<file path="src/rtl/inverse_park_seq.sv">
// Sequential inverse Park transform: (v_d, v_q) -> (v_alpha, v_beta) using Q1.15 sin/cos.
// One shared signed multiplier, four multiply steps per result, valid/ready on both sides.
//   alpha = cos*q + sin*d, beta = cos*d - sin*q, each floored by >>> FRAC and saturated.
module inverse_park_seq #(
    parameter int unsigned W    = 16,
    parameter int unsigned FRAC = 15
) (
    input  logic                clk,
    input  logic                rst_n,
    input  logic                i_in_valid,
    output logic                o_in_ready,
    input  logic signed [W-1:0] i_v_d,
    input  logic signed [W-1:0] i_v_q,
    input  logic signed [W-1:0] i_sin_theta,
    input  logic signed [W-1:0] i_cos_theta,
    output logic                o_out_valid,
    input  logic                i_out_ready,
    output logic signed [W-1:0] o_v_alpha,
    output logic signed [W-1:0] o_v_beta,
    output logic                o_sat
);

    typedef enum logic [2:0] {StIdle, StM0, StM1, StM2, StM3, StOut} state_e;

    // Clamp limits expressed at accumulator width
    localparam logic signed [2*W:0] MaxV = {{(W+2){1'b0}}, {(W-1){1'b1}}};
    localparam logic signed [2*W:0] MinV = {{(W+2){1'b1}}, {(W-1){1'b0}}};

    state_e              r_state;
    logic                r_in_ready;
    logic                r_out_valid;
    logic signed [W-1:0] r_d, r_q, r_sin, r_cos;
    logic signed [2*W:0] r_acc;
    logic signed [W-1:0] r_alpha_tmp;
    logic                r_sat_alpha;
    logic signed [W-1:0] r_v_alpha, r_v_beta;
    logic                r_sat;

    logic signed [W-1:0]   w_ma, w_mb;
    logic signed [2*W-1:0] w_prod;
    logic signed [2*W:0]   w_prod_ext;
    logic signed [2*W:0]   w_res;
    logic signed [2*W:0]   w_scaled;
    logic signed [W-1:0]   w_clip;
    logic                  w_clipped;

    // Operand select for the shared multiplier, one product per multiply state
    always_comb begin
        w_ma = r_cos;
        w_mb = r_q;
        case (r_state)
            StM0:    begin w_ma = r_cos; w_mb = r_q; end
            StM1:    begin w_ma = r_sin; w_mb = r_d; end
            StM2:    begin w_ma = r_cos; w_mb = r_d; end
            StM3:    begin w_ma = r_sin; w_mb = r_q; end
            default: begin w_ma = r_cos; w_mb = r_q; end
        endcase
    end

    // Multiply, combine with accumulator (add for alpha, subtract for beta), scale and clamp
    always_comb begin
        w_prod     = w_ma * w_mb;
        w_prod_ext = w_prod;
        w_res      = (r_state == StM3) ? (r_acc - w_prod_ext) : (r_acc + w_prod_ext);
        w_scaled   = w_res >>> FRAC;
        w_clipped  = 1'b0;
        w_clip     = w_scaled[W-1:0];
        if (w_scaled > MaxV) begin
            w_clip    = MaxV[W-1:0];
            w_clipped = 1'b1;
        end else if (w_scaled < MinV) begin
            w_clip    = MinV[W-1:0];
            w_clipped = 1'b1;
        end
    end

    // Control FSM with datapath registers; outputs update only on entry to StOut
    always_ff @(posedge clk or negedge rst_n) begin
        if (!rst_n) begin
            r_state     <= StIdle;
            r_in_ready  <= 1'b1;
            r_out_valid <= 1'b0;
            r_d         <= '0;
            r_q         <= '0;
            r_sin       <= '0;
            r_cos       <= '0;
            r_acc       <= '0;
            r_alpha_tmp <= '0;
            r_sat_alpha <= 1'b0;
            r_v_alpha   <= '0;
            r_v_beta    <= '0;
            r_sat       <= 1'b0;
        end else begin
            case (r_state)
                StIdle: begin
                    if (i_in_valid) begin
                        r_d        <= i_v_d;
                        r_q        <= i_v_q;
                        r_sin      <= i_sin_theta;
                        r_cos      <= i_cos_theta;
                        r_in_ready <= 1'b0;
                        r_state    <= StM0;
                    end
                end
                StM0: begin
                    r_acc   <= w_prod_ext;
                    r_state <= StM1;
                end
                StM1: begin
                    r_alpha_tmp <= w_clip;
                    r_sat_alpha <= w_clipped;
                    r_state     <= StM2;
                end
                StM2: begin
                    r_acc   <= w_prod_ext;
                    r_state <= StM3;
                end
                StM3: begin
                    r_v_alpha   <= r_alpha_tmp;
                    r_v_beta    <= w_clip;
                    r_sat       <= r_sat_alpha | w_clipped;
                    r_out_valid <= 1'b1;
                    r_state     <= StOut;
                end
                StOut: begin
                    if (i_out_ready) begin
                        r_out_valid <= 1'b0;
                        r_in_ready  <= 1'b1;
                        r_state     <= StIdle;
                    end
                end
                default: begin
                    r_out_valid <= 1'b0;
                    r_in_ready  <= 1'b1;
                    r_state     <= StIdle;
                end
            endcase
        end
    end

    assign o_in_ready  = r_in_ready;
    assign o_out_valid = r_out_valid;
    assign o_v_alpha   = r_v_alpha;
    assign o_v_beta    = r_v_beta;
    assign o_sat       = r_sat;

endmodule

</file>
<file path="config.mk">
export PLATFORM = sky130hd
export DESIGN_NAME = inverse_park_seq
export DESIGN_NICKNAME = d
export VERILOG_FILES = /design/src/rtl/inverse_park_seq.sv
export SDC_FILE = /design/constraint.sdc
export NUM_CORES = 1
export LEC_CHECK = 0
export BUFFER_PORTS_ARGS = -buffer_cell sky130_fd_sc_hd__buf_4
export CAP_MARGIN = 20
export CORE_UTILIZATION = 50
export DETAILED_ROUTE_END_ITERATION = 12
export MAX_ROUTING_LAYER = met4
export PLACE_DENSITY = 0.67
export SLEW_MARGIN = 20
export SYNTH_ARGS = -nofsm -noshare
export SYNTH_HDL_FRONTEND = slang
export SYNTH_SLANG_ARGS = --single-unit
</file>
<file path="constraint.sdc">
create_clock -name clk -period 13.14 [get_ports clk]
set_input_delay 1.971 -clock clk [delete_from_list [all_inputs] [get_ports clk]]
set_output_delay 1.971 -clock clk [all_outputs]
set_load 0.1 [all_outputs]
</file>
Word level (Yosys, flattened, before mapping) --
Index checks and enable logic that the tools add are counted.
Operators by class: add/sub/neg operators 2, $mul 1, $lt $le $gt $ge 2, eq/ne operators 7, muxes and demuxes 15, bitwise operators 3, reductions and logical operators 10
Operators by type and width (count):
- $mux 16 | 4
- $add 32x32->33 | 1
- $mux 33 | 1
- $sub 32x32->33 | 1
- $mul 16x16->32 | 1
- $gt 18x16->1 const B | 1
- $lt 18x16->1 const B | 1
- $pmux 3 s6 | 1
- $reduce_or 4->1 | 2
- $eq 3x2->1 const B | 2
- $eq 3x3->1 const B | 2
- $mux 3 | 2
- $pmux 1 s3 | 2
- $reduce_and 2->1 | 3
- $reduce_or 2->1 | 3
- $mux 1 | 5
- $ne 2x2->1 const B | 2
- $eq 3x1->1 const B | 1
- $logic_not 3->1 | 1
- $reduce_and 3->1 | 1
- $not 1->1 | 2
- $or 1x1->1 | 1
Storage, ports and cells: register bits after elaboration 151, input bits 68

Longest topological paths before layout --
depth in word-level cells 10, depth in mapped cells 46, mapped depth without buffers 40

Worst setup path after synthesis --
OpenSTA, ideal clock, no wires.
path kind register to register, start point reg r_state[1], end point reg r_alpha_tmp[12], setup time 0.101 ns, data arrival time 10.682 ns, data required time 13.039 ns, slack 2.357 ns, cell stages (with the launch flop) 40, buffers on the path 7, cells stage by stage dfrtp_1 buf_2 nand2b_1 a21oi_1 clkbuf_1 clkbuf_1 mux2i_1 nor2_1 fa_1 inv_1 fa_1 fa_1 inv_1 fa_1 fa_1 inv_1 fa_1 inv_1 [4 not listed] or3_4 nand2_1 and3_1 a21oi_1 xnor2_1 ha_1 clkbuf_1 nand4_1 a211oi_1 nand4_1 a2111oi_1 nor3_1 o41ai_1 o31ai_1 or4_4 buf_6 buf_6 o311ai_2
On the way: longest elaborated chain between the ends 9, elaborated cells between the ends (all ways) 15, those cells by class add/sub (2); mul (1); order compare (2); eq/ne (3); mux (5); reduce/logical (2)
Ends and longest elaborated chain:
- from (decl) | line 29 | state_e r_state;
- from (signal assigned) | line 80 | r_state <= StIdle;
- from (signal assigned) | line 102 | r_state <= StM0;
- from (signal assigned) | line 107 | r_state <= StM1;
- $eq 3x3->1 (tied with other cells) | line 51, 64
- $reduce_or 2->1 (no line)
- $mux 16 | line 51 | case (r_state)
- $mul 16x16->32 | line 62 | w_prod = w_ma * w_mb;
- $add 32x32->33 / $sub 32x32->33 (equally long branches) | line 64 | w_res = (r_state == StM3) ? (r_acc - w_prod_ext) : (r_acc + w_prod_ext);
- $mux 33 | line 64
- $lt 18x16->1 | line 71 | end else if (w_scaled < MinV) begin
- $mux 16 | line 71
- $mux 16 | line 68 | if (w_scaled > MaxV) begin
- to (signal assigned) | line 110 | r_alpha_tmp <= w_clip;
- to (decl) | line 34 | logic signed [W-1:0] r_alpha_tmp;
Several ways; a longest one is shown, not always the timed one. A chain may end at the register's enable or synchronous reset.

Worst setup path in the final report --
start point reg r_state[1], end point reg r_alpha_tmp[2]
Same word-level chain as after synthesis.

==> results.py <==
metrics = {
    "logic_synthesis": {
        "synth_top_area_cell": "fa_1",
        "synth_edf_count": 0,
        "syn_inst": 1953,
        "ys_seq_area_share_pct": 20.5,
        "syn_area_um2": 18400,
        "syn_area_per_cell_um2": 9.43,
        "synth_seq_cells": 151,
        "ys_warn_count": 0,
        "synthTopCellsByCount": "inv_1 (314), nand2_1 (263), fa_1 (262), nor2_1 (162), dfrtp_1 (150)",
        "async_reset_ff_share_pct": 100,
        "synthTopCellsByArea": "fa_1 (28%), dfrtp_1 (20%), ha_1 (7.7%), inv_1 (6.4%), mux2_2 (6.2%)",
        "synth_top_area_share_pct": 28.5,
        "synth_ff_type": "dfrtp_1",
        "synth.most_common_cell": "inv_1",
        "synth.distinct_cells": 78,
        "synth_fp_nets": 2397,
    },
    "worst_setup_path": {
        "cp_slowest_cell": "mux2i_1",
        "critPathMaxStageDelay_ns": 0.87,
        "r2r_cells": 35,
        "required_ns": 13.43,
        "crit_buf_inv": 6,
        "path_max_fanout": 20,
        "arrival_ns": 12.47,
        "cp_common_cell": "fa_1",
        "startpoint_type": "flop",
        "cp_top_family": "compound AO/OA/AOI/OAI gates",
        "cp_num_cells": 35,
        "end_kind": "flop",
        "crit_type": "flop to flop",
    },
    "grt": {
        "antenna_found_initial": 1,
        "grt_pass1_wl_um": 77400,
        "grt_max_degree": 84,
        "track_usage_pct": 26.9,
        "grt_pass1_vias": 15000,
        "grt-ovfl-total": 0,
    },
    "clock_network": {
        "cts_tree": "done",
        "cts_made_buffers": 17,
        "cts_setup_buffers": 0,
        "worstSkewPairLatency_ns": 0.45,
        "clk_path_buf_depth": 2,
        "root_buffer": "clkbuf_16",
        "cts_max_level": 4,
        "hold_buffers": 0,
        "clkTransAtPathRegs_ns": 0.06,
        "ctsResizeCount": 0,
        "cts_sinks": 151,
    },
    "timing": {
        "max_freq_mhz": 82.1,
        "setup_tns_ns": 0,
        "hold_viol": 0,
        "layout_min_cycle_time_ns": 12.18,
        "rsz0062_at_grt": "no",
        "fin_crit_sh_pct": 92.7,
        "fin_skew_ns": 0.0170,
        "slew_violations": 0,
        "slew_headroom_pct": 27.2,
        "worstMarginPinSlew_ns": 1.06,
        "setup-violations-final": 0,
    },
    "place": {
        "gp_congestion": 0.910,
        "dp_hpwl_um": 37100,
        "port_buffers": 102,
    },
    "finish": {
        "final_layout_size_suffix_gt1_share_pct": 14.5,
        "seq_area_um2": 3780,
        "syn_to_final_growth_pct": 10.2,
        "multi_input_area_um2": 13200,
        "fillers": 3172,
        "nets": 2477,
    },
    "detailed_routing": {
        "met2_length_um": 23000,
        "drtPass1Iterations": 5,
        "viasPerCell": 5.59,
        "drt_wl_total_um": 45800,
        "ant_nets": 0,
        "drc": 0,
        "wl_per_cell_um": 18.3,
        "drt_iter0_drc": 828,
        "vias": 14000,
        "wl_met3_um": 2260,
        "wl_met1_um": 19500,
        "top_layer": "met4",
    },
    "die": {
        "die_h_um": 194,
        "initial_core_util_pct": 51.3,
        "die_x_um": 194,
        "ios": 103,
        "rows": 69,
        "dieArea_um2": 37600,
        "coreArea_um2": 35900,
    },
    "job": {
        "max_cap_violations": 0,
    },
    "outcome": {
        "status": "finished, final reports clean",
    },
    "hold_path": {
        "hold_class": "flop to flop",
        "hold_path_depth": 2,
    },
}
cells by family (layout without fill, tap and decap cells):
kind of cell               Yosys count  count (layout)  synth area share [%]
and+or+nand+nor                    565             565                  13.6
buffers and inverters              378             470                  7.84
adders and majority gates          376             376                  36.2
AOI/OAI and AO/OA                  271             271                  10.1
DFF                                151             151                  20.5
muxes                              135             135                  8.03
xor gates and xnor gates            77              77                  3.66
other                                0               1                     0
sequential cells by signal, summed over array words and instances, names as in the netlist:
signal / flops
r_sat_alpha: 1
r_alpha_tmp: 16
r_q: 16
r_state: 3
o_out_valid: 1
o_in_ready: 1
o_v_alpha: 16
r_d: 16
r_acc: 32
o_sat: 1
r_cos: 16
o_v_beta: 16
r_sin: 16
cells in the final DEF, fill, tap and decap left out, types with 5 or more instances in the layout:
cell type	netlist	routed
nor4_1	7	6
xor2_1	34	34
fa_1	262	262
o21ai_1	7	7
nor3_1	18	17
clkinvlp_4	0	5
dfrtp_1	150	150
o31ai_1	12	12
buf_4	1	123
and2_1	8	8
xnor2_1	43	43
ha_1	114	114
inv_1	314	314
a211oi_1	14	14
a31oi_1	9	9
a21o_1	16	16
nand4_1	9	9
o2111ai_1	5	5
nand2b_1	21	19
nor2_1	162	162
a21oi_1	65	63
a221o_1	14	14
clkbuf_16	0	17
nand3_1	25	25
or2_2	7	7
mux2i_1	34	31
o311ai_1	5	5
o211ai_1	13	13
and3_1	9	9
o21a_1	12	12
nand2_1	263	263
mux2_2	101	101
o21ai_0	55	55
nor2b_1	6	6
o211ai_2	9	9
worst register-to-register path: cells and delay by family, from the launching register on:
family                   cells  cell delay, ns
AND/OR/NAND/NOR              8            1.63
adder cells (fa/ha/maj)      8            3.92
buffers and inverters        6            0.75
flip-flops                   1            0.53
multiplexers                 1            0.88
XOR/XNOR                     2            0.22
AO/OA/AOI/OAI               10            4.13
cell type report:
| class | count | area share (%) |
|---|---|---|
| multi-input combinational | 1424 | 65.2 |
| sequential | 151 | 18.6 |
| inverter | 315 | 5.83 |
| timing repair buffer | 124 | 4.61 |
| tap | 461 | 2.84 |
| clock buffer | 21 | 2.22 |
| clock inverter | 10 | 0.611 |
| antenna | 1 | 0.0123 |
per-stage QoR:
stage / util [%] / area (µm²) / setup WS [ns] / hold WS, ns / std cells
after floorplan: - / 18400 / 2.36 / 0.439 / 1953
after global placement: 54.8 / 19700 / 1.39 / 0.454 / 2475
after detailed placement: 54.8 / 19700 / 1.05 / 0.457 / 2475
after CTS: 56.4 / 20300 / 1.00 / 0.472 / 2506
after global routing: 56.5 / 20300 / 0.0883 / 0.494 / 2507
final: 56.5 / 20300 / 0.963 / 0.467 / 2507
final timing paths:
check | start | to | slack, ns
min reg2reg | r_alpha_tmp[12]$_DFFE_PN0N_ | o_v_alpha[12]$_DFFE_PN0P_ | 0.47
min in group asynchronous | rst_n | r_acc[3]$_DFFE_PN0P_ | 1.56
min | r_alpha_tmp[12]$_DFFE_PN0N_ | o_v_alpha[12]$_DFFE_PN0P_ | 0.47
max in group asynchronous | rst_n | r_cos[4]$_DFFE_PN0P_ | 10.23
max reg2reg | r_state[1]$_DFFE_PN0P_ | r_alpha_tmp[2]$_DFFE_PN0N_ | 0.96
max | r_state[1]$_DFFE_PN0P_ | r_alpha_tmp[2]$_DFFE_PN0N_ | 0.96
routing by layer:
metal / track usage [%] / up-vias
met1: 34.0 / 7118
li1: - / 6505
met3: 3.34 / 60
met4: 7.11 / 0
met5: - / -
met2: 45.7 / 342
Power is left out: the tool's default activity adds up to more than one toggle a clock period on the data nets, which glitch-free logic cannot reach.
